## src/rtl/pipelined_logic_unit.sv

```systemverilog
// Pipelined WIDTH-bit bitwise logic unit: eight ops, STAGES register stages, ripple-ready handshake.
// Latency STAGES cycles from acceptance; a stalled output back-pressures every upstream stage.
module pipelined_logic_unit #(
  parameter int WIDTH  = 32,
  parameter int STAGES = 2
) (
  input  logic             clk,
  input  logic             reset,
  input  logic             in_valid,
  output logic             in_ready,
  input  logic [2:0]       op,
  input  logic [WIDTH-1:0] A,
  input  logic [WIDTH-1:0] B,
  output logic             out_valid,
  input  logic             out_ready,
  output logic [WIDTH-1:0] Out,
  output logic             zero,
  output logic             busy
);

  logic [STAGES-1:0]            v_q;
  logic [STAGES-1:0][WIDTH-1:0] res_q;
  logic [STAGES-1:0]            zero_q;
  logic [STAGES-1:0]            stage_ld;
  logic [WIDTH-1:0]             res_d;

  always_comb begin
    res_d = '0;
    case (op)
      3'b000:  res_d = A & B;
      3'b001:  res_d = A | B;
      3'b010:  res_d = ~(A | B);
      3'b011:  res_d = A ^ B;
      3'b100:  res_d = ~(A & B);
      3'b101:  res_d = ~(A ^ B);
      3'b110:  res_d = ~A;
      default: res_d = A;
    endcase
  end

  // Stage k can load iff out_ready or any stage from k to the last is empty.
  always_comb begin
    logic acc;
    acc      = out_ready;
    stage_ld = '0;
    for (int k = STAGES - 1; k >= 0; k--) begin
      acc         = acc | ~v_q[k];
      stage_ld[k] = acc;
    end
  end

  always_ff @(posedge clk or posedge reset) begin
    if (reset) begin
      v_q    <= '0;
      res_q  <= '0;
      zero_q <= '0;
    end else begin
      if (stage_ld[0]) begin
        v_q[0] <= in_valid;
        if (in_valid) begin
          res_q[0]  <= res_d;
          zero_q[0] <= ~|res_d;
        end
      end
      for (int k = 1; k < STAGES; k++) begin
        if (stage_ld[k]) begin
          v_q[k] <= v_q[k-1];
          if (v_q[k-1]) begin
            res_q[k]  <= res_q[k-1];
            zero_q[k] <= zero_q[k-1];
          end
        end
      end
    end
  end

  assign in_ready  = stage_ld[0];
  assign out_valid = v_q[STAGES-1];
  assign Out       = res_q[STAGES-1];
  assign zero      = zero_q[STAGES-1];
  assign busy      = |v_q;

endmodule

```

## config.mk

```make
export PLATFORM = sky130hd
export DESIGN_NAME = pipelined_logic_unit
export DESIGN_NICKNAME = d
export VERILOG_FILES = /design/src/rtl/pipelined_logic_unit.sv
export SDC_FILE = /design/constraint.sdc
export NUM_CORES = 1
export LEC_CHECK = 0
export BUFFER_PORTS_ARGS = -buffer_cell sky130_fd_sc_hd__buf_2
export CAP_MARGIN = 30
export CORE_AREA = 2 2 122 124
export CTS_BUF_LIST = sky130_fd_sc_hd__clkbuf_16
export CTS_CLUSTER_DIAMETER = 60
export DETAILED_ROUTE_END_ITERATION = 10
export DIE_AREA = 0 0 124 126
export SYNTH_ARGS = -nofsm -noshare
export SYNTH_HDL_FRONTEND = slang
export SYNTH_SLANG_ARGS = --single-unit
```

## constraint.sdc

```tcl
create_clock -name clk -period 2.6 [get_ports clk]
set_clock_uncertainty 0.2 [all_clocks]
set_input_delay 0.26 -clock clk [delete_from_list [all_inputs] [get_ports clk]]
set_output_delay 0.26 -clock clk [all_outputs]
set_load 0.01 [all_outputs]
```

# == Yosys cells after proc, flatten, opt, wreduce, memory -nomap -nowiden ==
# Cells that the tools add are included.
# classes
eq_ne,6
n_mux,1
n_bitwise,11
n_reduce_logical,6
# op_table
op,n
$pmux W32 S7,1
$not A32 Y32,4
$and A32 B32 Y32,1
$or A32 B32 Y32,1
$reduce_or A32 Y1,1
$xor A32 B32 Y32,1
$eq A3 B3 Y1 const B,3
$eq A3 B2 Y1 const B,2
$reduce_and A2 Y1,2
$eq A3 B1 Y1 const B,1
$logic_not A3 Y1,1
$not A1 Y1,2
$or A1 B1 Y1,2
$reduce_or A2 Y1,1
$logic_not A1 Y1,1
# word_totals
ff_bits,68
output_inout_bits,36
input_bits,71
elab_cells,30

# == Logic depth before layout (Yosys ltp) ==
# Gate-level depths: netlist of the first run.
# logic_depth
ltp_word,5
mapped_depth,12
mapped_depth_nobuf,9

# == Worst setup path after synthesis of the first run ==
# OpenSTA, ideal clock, no wires.
# synth_path
path_kind,in2reg
startpoint,input A[21]
endpoint,register zero_q[0]
path_buffers,0
required_ns,2.305
slack_ns,0.195
cell_stages,8
setup_time_ns,0.095
t_arrival_ns,2.109
cell_sequence,inv_1 ha_1 mux2_2 mux4_2 a21oi_1 nand4_1 or4_1 o31ai_1
# synth_via
elab_chain_len,5
elab_cells_between_ends,10
cone_classes,mux (1); bitwise (7); reduce/logical (2)
# synth_rtl
element,line_no,source
"start, declared",12,"input logic [WIDTH-1:0] A,"
"$xor A32 B32 Y32, or another cell as far along","33, 35",
"$not A32 Y32, on equally long branches","35, 32, 34",
$pmux W32 S7 *,29,case (op)
$reduce_or A32 Y1 *,62,zero_q[0] <= ~|res_d;
$logic_not A1 Y1 *,62,
"end signal, assigned",62,
"end signal, assigned by index",70,zero_q[k] <= zero_q[k-1];
"end, declared",23,logic [STAGES-1:0] zero_q;
# Every way passes the cells marked *; elsewhere a longest branch is shown, timed or not.
# A chain may end at the register's enable or synchronous reset.

# == Worst setup path after layout of the first run ==
# Ends and elaborated chain as after synthesis.

==> flow_summary.ini, run 1 <==
[power]
p_switching_mw = 1.23
clkPwrFrac = 0.290
irDropWorstVdd_mv = 0.337
p_per_area_nw_per_um2 = 527
power_mw = 3.92
p_leak_nw = 3.71
internal_power_mw = 2.69
p_sw_frac = 0.313
p_comb_frac = 0.344
sequentialPowerShare = 0.366

[worst_setup_path]
r2r_slack_ns = 0.64
end_kind = flop
path_cells = buf_2 > inv_1 > ha_1 > nor2b_1 > a21oi_1 > mux4_2 > a21oi_1 > nand4_1 > or4_1 > o31ai_1
worst-path-buf-inv = 2
regToRegEndpoint = zero_q[0]
rr_startpoint = v_q[1]
crit_required_ns = 2.63
r2r_cells = 6
crit_top_cell = a21oi_1
crit_family = simple AND/OR/NAND/NOR gates
start_kind = input port
arrival_ns = 2.37
path_class = input port to flop
crit_slowest_cell = or4_1
crit_path_max_fanout = 3
slowest_delay_ns = 0.52

[finish]
drive_above_1_share = 0.289
regArea_sq_um = 1700
utilization = 0.520
final_area_sq_um = 7440
multiInputGateArea_sq_um = 3800
area_growth_pct = 18.5
fillers = 1374
nNetsFinal = 977
antenna_cells = 0

[hold_path]
min_path_cells = 2
holdPathEnd = v_q[0]
min_from = in_valid
hold_path_class = input port to flop

[synth]
yosysTopAreaCell = dfrtp_1
netlist_top_cells_area = dfrtp_1 27%, ha_1 13%, mux2_2 8.1%, nand2_1 4.4%, buf_4 4.3%
synth.avg_cell_area_sq_um = 8.52
synth.cell_area_sq_um = 6280
ys_ff_latch = 68
syn_nets = 872
synth-edff-count = 0
postSynth.asyncResetShare = 1.00
ys.flop_type = dfrtp_1
ys_warn_count = 0
ys_seq_area_frac = 0.271
syn-instance-count = 737
synth_top_area_share = 0.271
yosysUniqueCellTypes = 66

[placed_design]
io_buffers = 106
gp_congestion = 0.834
place_area_sq_um = 7140
dpl.hpwl_mm = 12.8
pre_cts_slack_ns = -0.0966

[route]
ant_nets = 0
routedWlPerCell_um = 15.8
totalWireLength_mm = 16.3
vias = 5582
drc = 0
via_per_inst = 5.41
drtPass1Iterations = 5
drtIter0Drc = 380

[grt]
antenna_found_initial = 0
grt_pass1_vias = 5536
gr-total-overflow = 0
grt_max_degree = 54
grt_usage = 0.219
grt_pass1_wl_mm = 27.5

[clocking]
clockBufferDepth = 2
cts_max_level = 3
clk_root_buffer_cell = clkbuf_16
cts_tree = done
numCtsBuffers = 9
insertion_delay_ns = 0.32
path_clk_slew_ns = 0.05
cts_num_sinks = 68
post-cts-setup-buffers = 0

[timing]
hold-worst-slack_ns = 0.0281
rsz0062_at_grt = no
final_hold_viol_count = 0
post-route-period-util = 0.901
finalSetupViolCount = 0
tightest_slew_ns = 0.809
maxSlewViolCount = 0
maxSlewHeadroom = 0.447
fmax_ghz = 0.427
fin_ws_ns = 0.258
min_period_ns = 2.34

[floorplan]
die_area_sq_um = 15600
die_w_um = 124
core_area_sq_um = 14300
die_h_um = 126
fp-row-count = 44
ios = 107
start_util = 0.438

[status]
status = finished clean

[flow_run]
drv_cap = 0
-- cells in the final DEF (no fill, tap or decap), types with 3 or more instances in the layout --
cell       instances
a31o_2             3
a22oi_1            5
xnor2_1            4
buf_2            106
nor2_1            34
inv_1             71
a31oi_1           10
xor2_1             4
ha_1              64
a211oi_1          11
a21oi_1           35
o22ai_1            9
nand4_1            5
mux2_2            45
inv_2              3
buf_4             60
a22o_1             3
o32ai_1            5
o31ai_1            6
a221o_1            5
nand2b_1          16
nor3_1            10
buf_12             8
nand3_1            9
o2bb2ai_1          3
a21boi_0           3
mux2i_1           27
nand2_1           73
o221ai_1           7
o211ai_1          10
dfrtp_1           68
clkbuf_16          9
o21ai_0           50
nor2b_1           19
-- cells by family (layout without fill, tap and decap cells) --
logic type      count (synthesis)  after routing  synth area share
flops                          68             68             0.271
compound gates                188            188             0.199
simple gates                  180            180             0.136
mux                            75             75             0.131
buf+inv                       154            264             0.124
fa+ha+maj                      64             64             0.128
xor+xnor                        8              8            0.0112
-- worst reg2reg max path, delay by kind of cell (launching register included) --
kind	cells	cell delay, ns
and+or+nand+nor	4	0.86
AOI/OAI and AO/OA	2	0.41
DFF	1	0.40
-- how the worst max path moves through the flow --
stage,from,slack (ns),endpoint,cells past startpoint
after detailed placement,A[21],-0.1,zero_q[0],10
after global routing,A[21],0.09,zero_q[0],10
after CTS,A[21],0.24,zero_q[0],10
after floorplan,A[21],0.20,zero_q[0],8
after global placement,A[21],-0.03,zero_q[0],10
final,A[21],0.26,zero_q[0],10
-- power groups by stage --
stage          Clock (mW)  Combinational [mW]  Sequential (mW)
6_report             1.14                1.35             1.44
5_1_grt              1.22                1.51             1.47
4_1_cts              1.16                1.36             1.44
3_5_place_dp            0                1.36             1.46
3_3_place_gp            0                1.31             1.45
2_1_floorplan           0                1.04             1.41
-- cell usage after synthesis (16+ instances only) --
library cell  count
nor2_1           34
inv_1            71
nor2b_1          19
buf_2            22
buf_4            36
nand2_1          73
nand2b_1         16
mux2_2           45
a21oi_1          35
dfrtp_1          68
mux2i_1          27
ha_1             64
o21ai_0          50
-- routing by layer --
| metal | global-route usage | part of all wire |
|---|---|---|
| met1 | 0.318 | 0.48 |
| met2 | 0.342 | 0.45 |
| met3 | 0.0272 | 0.054 |
| met4 | 0.0588 | 0.014 |
| met5 | 0 | 0 |
-- sequential cells by signal (all words and copies together), names as in the netlist --
| name | flops |
|---|---|
| Out | 32 |
| zero_q | 2 |
| res_q | 32 |
| v_q | 2 |
-- final cells by class --
cell class | instances | area share
Multi-Input combinational cell | 515 | 0.510
Sequential cell | 68 | 0.229
Timing Repair Buffer | 175 | 0.155
Inverter | 73 | 0.0368
Tap cell | 184 | 0.0310
Clock buffer | 9 | 0.0303
Clock inverter | 7 | 0.00791
-- per-stage QoR --
step / setup TNS (ns) / instances
2_1_floorplan: 0 / 737
3_3_place_gp: -0.0327 / 1014
3_5_place_dp: -0.0966 / 1014
4_1_cts: 0 / 1031
5_1_grt: 0 / 1031
6_report: 0 / 1031
-- repair_timing --
action	in CTS	in global routing
endpoints found under the hold margin	15	0
hold buffers	1	0
gates resized for setup	0	0
Power figures use the tool's default switching activity.
==> run 2, diff against run 1 <==
--- a/config.mk
+++ b/config.mk
@@ -5,13 +5,15 @@
 export SDC_FILE = /design/constraint.sdc
 export NUM_CORES = 1
 export LEC_CHECK = 0
+export ABC_AREA = 1
 export BUFFER_PORTS_ARGS = -buffer_cell sky130_fd_sc_hd__buf_2
 export CAP_MARGIN = 30
-export CORE_AREA = 2 2 122 124
+export CORE_AREA = 2 2 124 126
 export CTS_BUF_LIST = sky130_fd_sc_hd__clkbuf_16
 export CTS_CLUSTER_DIAMETER = 60
 export DETAILED_ROUTE_END_ITERATION = 10
-export DIE_AREA = 0 0 124 126
+export DIE_AREA = 0 0 126 128
+export PLACE_DENSITY = 0.65
 export SYNTH_ARGS = -nofsm -noshare
 export SYNTH_HDL_FRONTEND = slang
 export SYNTH_SLANG_ARGS = --single-unit
==> flow_summary.ini, run 2 <==
[status]
status = finished clean

[worst_setup_path]
start_kind = input port
worst-path-buf-inv = 3
end_kind = flop
crit_slowest_cell = nor2_4
crit_top_cell = nand2_1
crit_path_max_fanout = 14
crit_required_ns = 2.61
slowest_delay_ns = 0.40
rr_startpoint = v_q[1]
arrival_ns = 1.98
startpoint = op[0]
path_cells = buf_2 > inv_2 > nor2_4 > buf_4 > nand3b_1 > nand2_1 > nor2_1 > nand2_1 > nand2_1 > nand2_1 > nor2_1 > nand2_1 > nor2_1 > nand2_1 > nand2_1
path_class = input port to flop
crit_family = simple AND/OR/NAND/NOR gates

[grt]
grt_pass1_vias = 5413
grt_pass1_wl_mm = 27.3
grt_max_degree = 79
grt_usage = 0.205
antenna_found_initial = 0
gr-total-overflow = 0

[finish]
antenna_cells = 0
area_growth_pct = 11.3
drive_above_1_share = 0.184
utilization = 0.490
nNetsFinal = 1135
final_common_cell = nand2_1
final_cell_mix = 251 x nand2_1, 106 x buf_2, 105 x inv_1

[timing]
tns_ns = 0
maxSlewHeadroom = 0.648
tightest_slew_ns = 0.527
post-route-period-util = 0.758
final_hold_viol_count = 0
rsz0062_at_grt = no
finalSetupViolCount = 0
min_period_ns = 1.97
fmax_ghz = 0.507
maxSlewViolCount = 0

[flow_run]
drv_cap = 0

[clocking]
cts_num_sinks = 68
cts.repair.resized = 0
path_clk_slew_ns = 0.05
numCtsBuffers = 9
insertion_delay_ns = 0.32
post-cts-setup-buffers = 0
cts_tree = done
cts_max_level = 3
clockBufferDepth = 2
clk_root_buffer_cell = clkbuf_16

[floorplan]
ios = 107
start_util = 0.440
fp-row-count = 45
die_area_sq_um = 16100
die_h_um = 128
core_area_sq_um = 14900
die_w_um = 126

[synth]
postSynth.asyncResetShare = 1.00
netlist_top_cells_area = dfrtp_1 26%, nand2_1 14%, ha_1 12%, nand3b_1 6.2%, inv_1 6.0%
netlist_top_cells_count = 252 x nand2_1, 105 x inv_1, 78 x nor2_1
syn_nets = 1084
ys_ff_latch = 68
ys_seq_area_frac = 0.260
yosysMostFrequentCell = nand2_1
synth.avg_cell_area_sq_um = 6.89
synth-edff-count = 0
ys.flop_type = dfrtp_1
synth.cell_area_sq_um = 6540
syn-instance-count = 949
yosysTopAreaCell = dfrtp_1
yosysUniqueCellTypes = 22
synth_top_area_share = 0.260
ys_warn_count = 0

[route]
drtPass1Iterations = 5
routedWlPerCell_um = 13.9
ant_nets = 0
totalWireLength_mm = 16.6
via_per_inst = 5.15
drtIter0Drc = 437
drc = 0
vias = 6135

[placed_design]
dpl.hpwl_mm = 12.1
gp_congestion = 0.836
io_buffers = 106

[power]
p_per_area_nw_per_um2 = 531
p_leak_nw = 4.09
irDropWorstVdd_mv = 0.409

[hold_path]
hold_path_class = input port to flop
min_from = in_valid
[run 2: layout make-up]
type | count | area, sq um
clock buffers | 9 | 225
well taps | 188 | 235
inverters | 106 | 398
clock inverters | 6 | 25.0
flip-flops and latches | 68 | 1700
multi-input cells | 680 | 3910
fillers | 1556 | 7590
repair buffers | 135 | 778
[run 2: power breakdown]
group	switching, mW	internal (mW)	leakage [nW]
registers	0.157	1.36	0.847
logic	0.754	0.577	3.11
clock network	0.399	0.621	0.133
[run 2: cells by family (layout without fill, tap and decap cells)]
group / Yosys count / count (layout) / synth area share
compound gates: 73 / 73 / 0.0561
fa+ha+maj: 64 / 64 / 0.122
buf+inv: 201 / 256 / 0.144
flops: 68 / 68 / 0.260
mux: 33 / 33 / 0.0568
simple gates: 510 / 510 / 0.360
[run 2: per-stage QoR]
step	instances	hold WS (ns)	setup slack, ns	power (mW)	area (sq um)
finish	1192	0.119	0.629	3.86	7280
CTS	1192	0.101	0.638	3.91	7280
global placement	1175	0.0577	0.292	2.84	7010
floorplan	949	0.238	0.428	2.62	6540
detailed placement	1175	0.0634	0.301	2.87	7010
global route	1192	0.152	0.446	4.16	7280
[run 2: worst reg2reg max path: cells and delay by family (launching register included)]
family                 cells  cell delay [ns]
buffers and inverters      1             0.46
flip-flops                 1             0.37
AND/OR/NAND/NOR            2             0.29
AO/OA/AOI/OAI              1             0.19
[run 2: layer usage]
layer | GRT usage | part of all wire | vias to the layer above
li1 | - | - | 3158
met1 | 0.308 | 0.50 | 2784
met2 | 0.315 | 0.43 | 176
met3 | 0.0250 | 0.053 | 17
met4 | 0.0498 | 0.015 | 0
met5 | 0 | 0 | -
[run 2: path summary, 6_finish.rpt]
check / to / slack [ns] / cells after the start
min: res_q[1] / 0.12 / 5
min reg2reg: res_q[20] / 0.28 / 2
max in group asynchronous: res_q[6] / 1.27 / 4
max: zero_q[0] / 0.63 / 15
min in group asynchronous: res_q[24] / 0.26 / 3
max reg2reg: res_q[3] / 0.93 / 4
[run 2: timing repair]
action	4_1_cts	5_1_grt
endpoints found under the hold margin	17	0
hold buffers	2	0
setup endpoints to repair	0	0
==> run 3, diff against run 2 <==
--- a/config.mk
+++ b/config.mk
@@ -13,7 +13,7 @@
 export CTS_CLUSTER_DIAMETER = 60
 export DETAILED_ROUTE_END_ITERATION = 10
 export DIE_AREA = 0 0 126 128
-export PLACE_DENSITY = 0.65
+export PLACE_DENSITY = 0.68
 export SYNTH_ARGS = -nofsm -noshare
 export SYNTH_HDL_FRONTEND = slang
 export SYNTH_SLANG_ARGS = --single-unit
==> constraint.sdc (replaced) <==
create_clock -name clk -period 1.8 [get_ports clk]
set_clock_uncertainty 0.2 [all_clocks]
set_input_delay 0.18 -clock clk [delete_from_list [all_inputs] [get_ports clk]]
set_output_delay 0.18 -clock clk [all_outputs]
set_load 0.01 [all_outputs]
==> flow_summary.ini, run 3 (same netlist as run 2, synthesis figures left out) <==
[route]
totalWireLength_mm = 16.7
drc = 0
ant_nets = 0
drtPass1Iterations = 5
via_per_inst = 5.10
drtIter0Drc = 417
vias = 6329
routedWlPerCell_um = 13.4

[grt]
grt_usage = 0.212
antenna_found_initial = 0
grt_max_degree = 65
grt_pass1_wl_mm = 28.5
grt_pass1_vias = 5941
gr-total-overflow = 0

[floorplan]
core_area_sq_um = 14900
die_area_sq_um = 16100
fp-row-count = 45
die_h_um = 128
die_w_um = 126
start_util = 0.440
ios = 107

[flow_run]
drv_cap = 0

[finish]
drive_above_1_share = 0.225
fillers = 1500
area_growth_pct = 18.7
final_common_cell = nand2_1
nNetsFinal = 1185
multiInputGateArea_sq_um = 3920
regArea_sq_um = 1700
utilization = 0.522
antenna_cells = 0
final_cell_mix = 251 x nand2_1, 106 x buf_2, 104 x inv_1

[timing]
min_period_ns = 1.68
maxSlewViolCount = 0
post-route-period-util = 0.935
maxSlewHeadroom = 0.754
finalSetupViolCount = 0
fmax_ghz = 0.594
tightest_slew_ns = 0.369
rsz0062_at_grt = no
final_hold_viol_count = 0
tns_ns = 0

[worst_setup_path]
path_class = input port to flop
r2r_slack_ns = 0.28
start_kind = input port
crit_required_ns = 1.80
crit_path_max_fanout = 20
arrival_ns = 1.68
end_kind = flop

[power]
p_sw_frac = 0.333
internal_power_mw = 3.82
sequentialPowerShare = 0.380
p_comb_frac = 0.365
p_switching_mw = 1.91
irDropWorstVdd_mv = 0.508
p_leak_nw = 4.36
power_mw = 5.73
clkPwrFrac = 0.254
p_per_area_nw_per_um2 = 739

[clocking]
cts_max_level = 3
cts_num_sinks = 68
clk_root_buffer_cell = clkbuf_16
clockBufferDepth = 2
numCtsBuffers = 9
insertion_delay_ns = 0.32
post-cts-setup-buffers = 0
path_clk_slew_ns = 0.05
cts_tree = done

[placed_design]
io_buffers = 106
dpl.hpwl_mm = 12.6
gp_congestion = 0.910

[status]
status = finished clean

[hold_path]
hold_path_class = input port to flop
## run 3: what timing repair did
item                                   4_1_cts  5_1_grt
endpoints found under the hold margin       70        0
hold buffers                                 2        0
gates resized for setup                      0        4
setup endpoints to repair                    0        1
## run 3: power groups by stage
stage	Sequential [mW]	Clock [mW]	Combinational, mW
finish	2.18	1.46	2.09
global route	2.25	1.58	2.34
CTS	2.19	1.50	2.11
detailed placement	2.21	0	2.09
global placement	2.19	0	2.06
floorplan	2.13	0	1.65
## run 3: final cells by class
type | instances | area share
tap | 188 | 0.0303
multi-input combinational | 680 | 0.505
timing repair buffer | 185 | 0.162
inverter | 106 | 0.0517
clock buffer | 9 | 0.0290
clock inverter | 6 | 0.00322
sequential | 68 | 0.219
## run 3: per-stage QoR
stage                     cell area [sq um]  worst slack, ns  hold slack [ns]  cells
after CTS                              7750           0.0509           0.0663   1242
after detailed placement               7480           -0.116          -0.0245   1225
final                                  7760            0.117           0.0546   1242
after floorplan                        6540           0.0822            0.137    949
after global routing                   7760          0.00839            0.111   1242
after global placement                 7480          -0.0984          -0.0278   1225
## run 3: routing by layer
layer | share of wire | track usage | vias up
li1 | - | - | 3263
met1 | 0.49 | 0.310 | 2859
met2 | 0.44 | 0.328 | 191
met3 | 0.053 | 0.0230 | 16
met4 | 0.014 | 0.0679 | 0
met5 | 0 | 0 | -
## run 3: path summary, 6_finish.rpt
| kind | startpoint | end | depth (start not counted) |
|---|---|---|---|
| max reg2reg | v_q[1] | zero_q[0] | 11 |
| max | out_ready | Out[11] | 7 |
| min | in_valid | res_q[1] | 5 |
| min reg2reg | res_q[27] | res_q[27] | 2 |
| min in group asynchronous | reset | Out[20] | 3 |
| max in group asynchronous | reset | Out[8] | 4 |
## run 3: critical path, cell delays in order
cell and delay (ns):
dlygate4sd3_1 0.53, buf_2 0.12, inv_1 0.07, nand2_1 0.06
nand2_1 0.08, buf_4 0.27, mux2_2 0.37
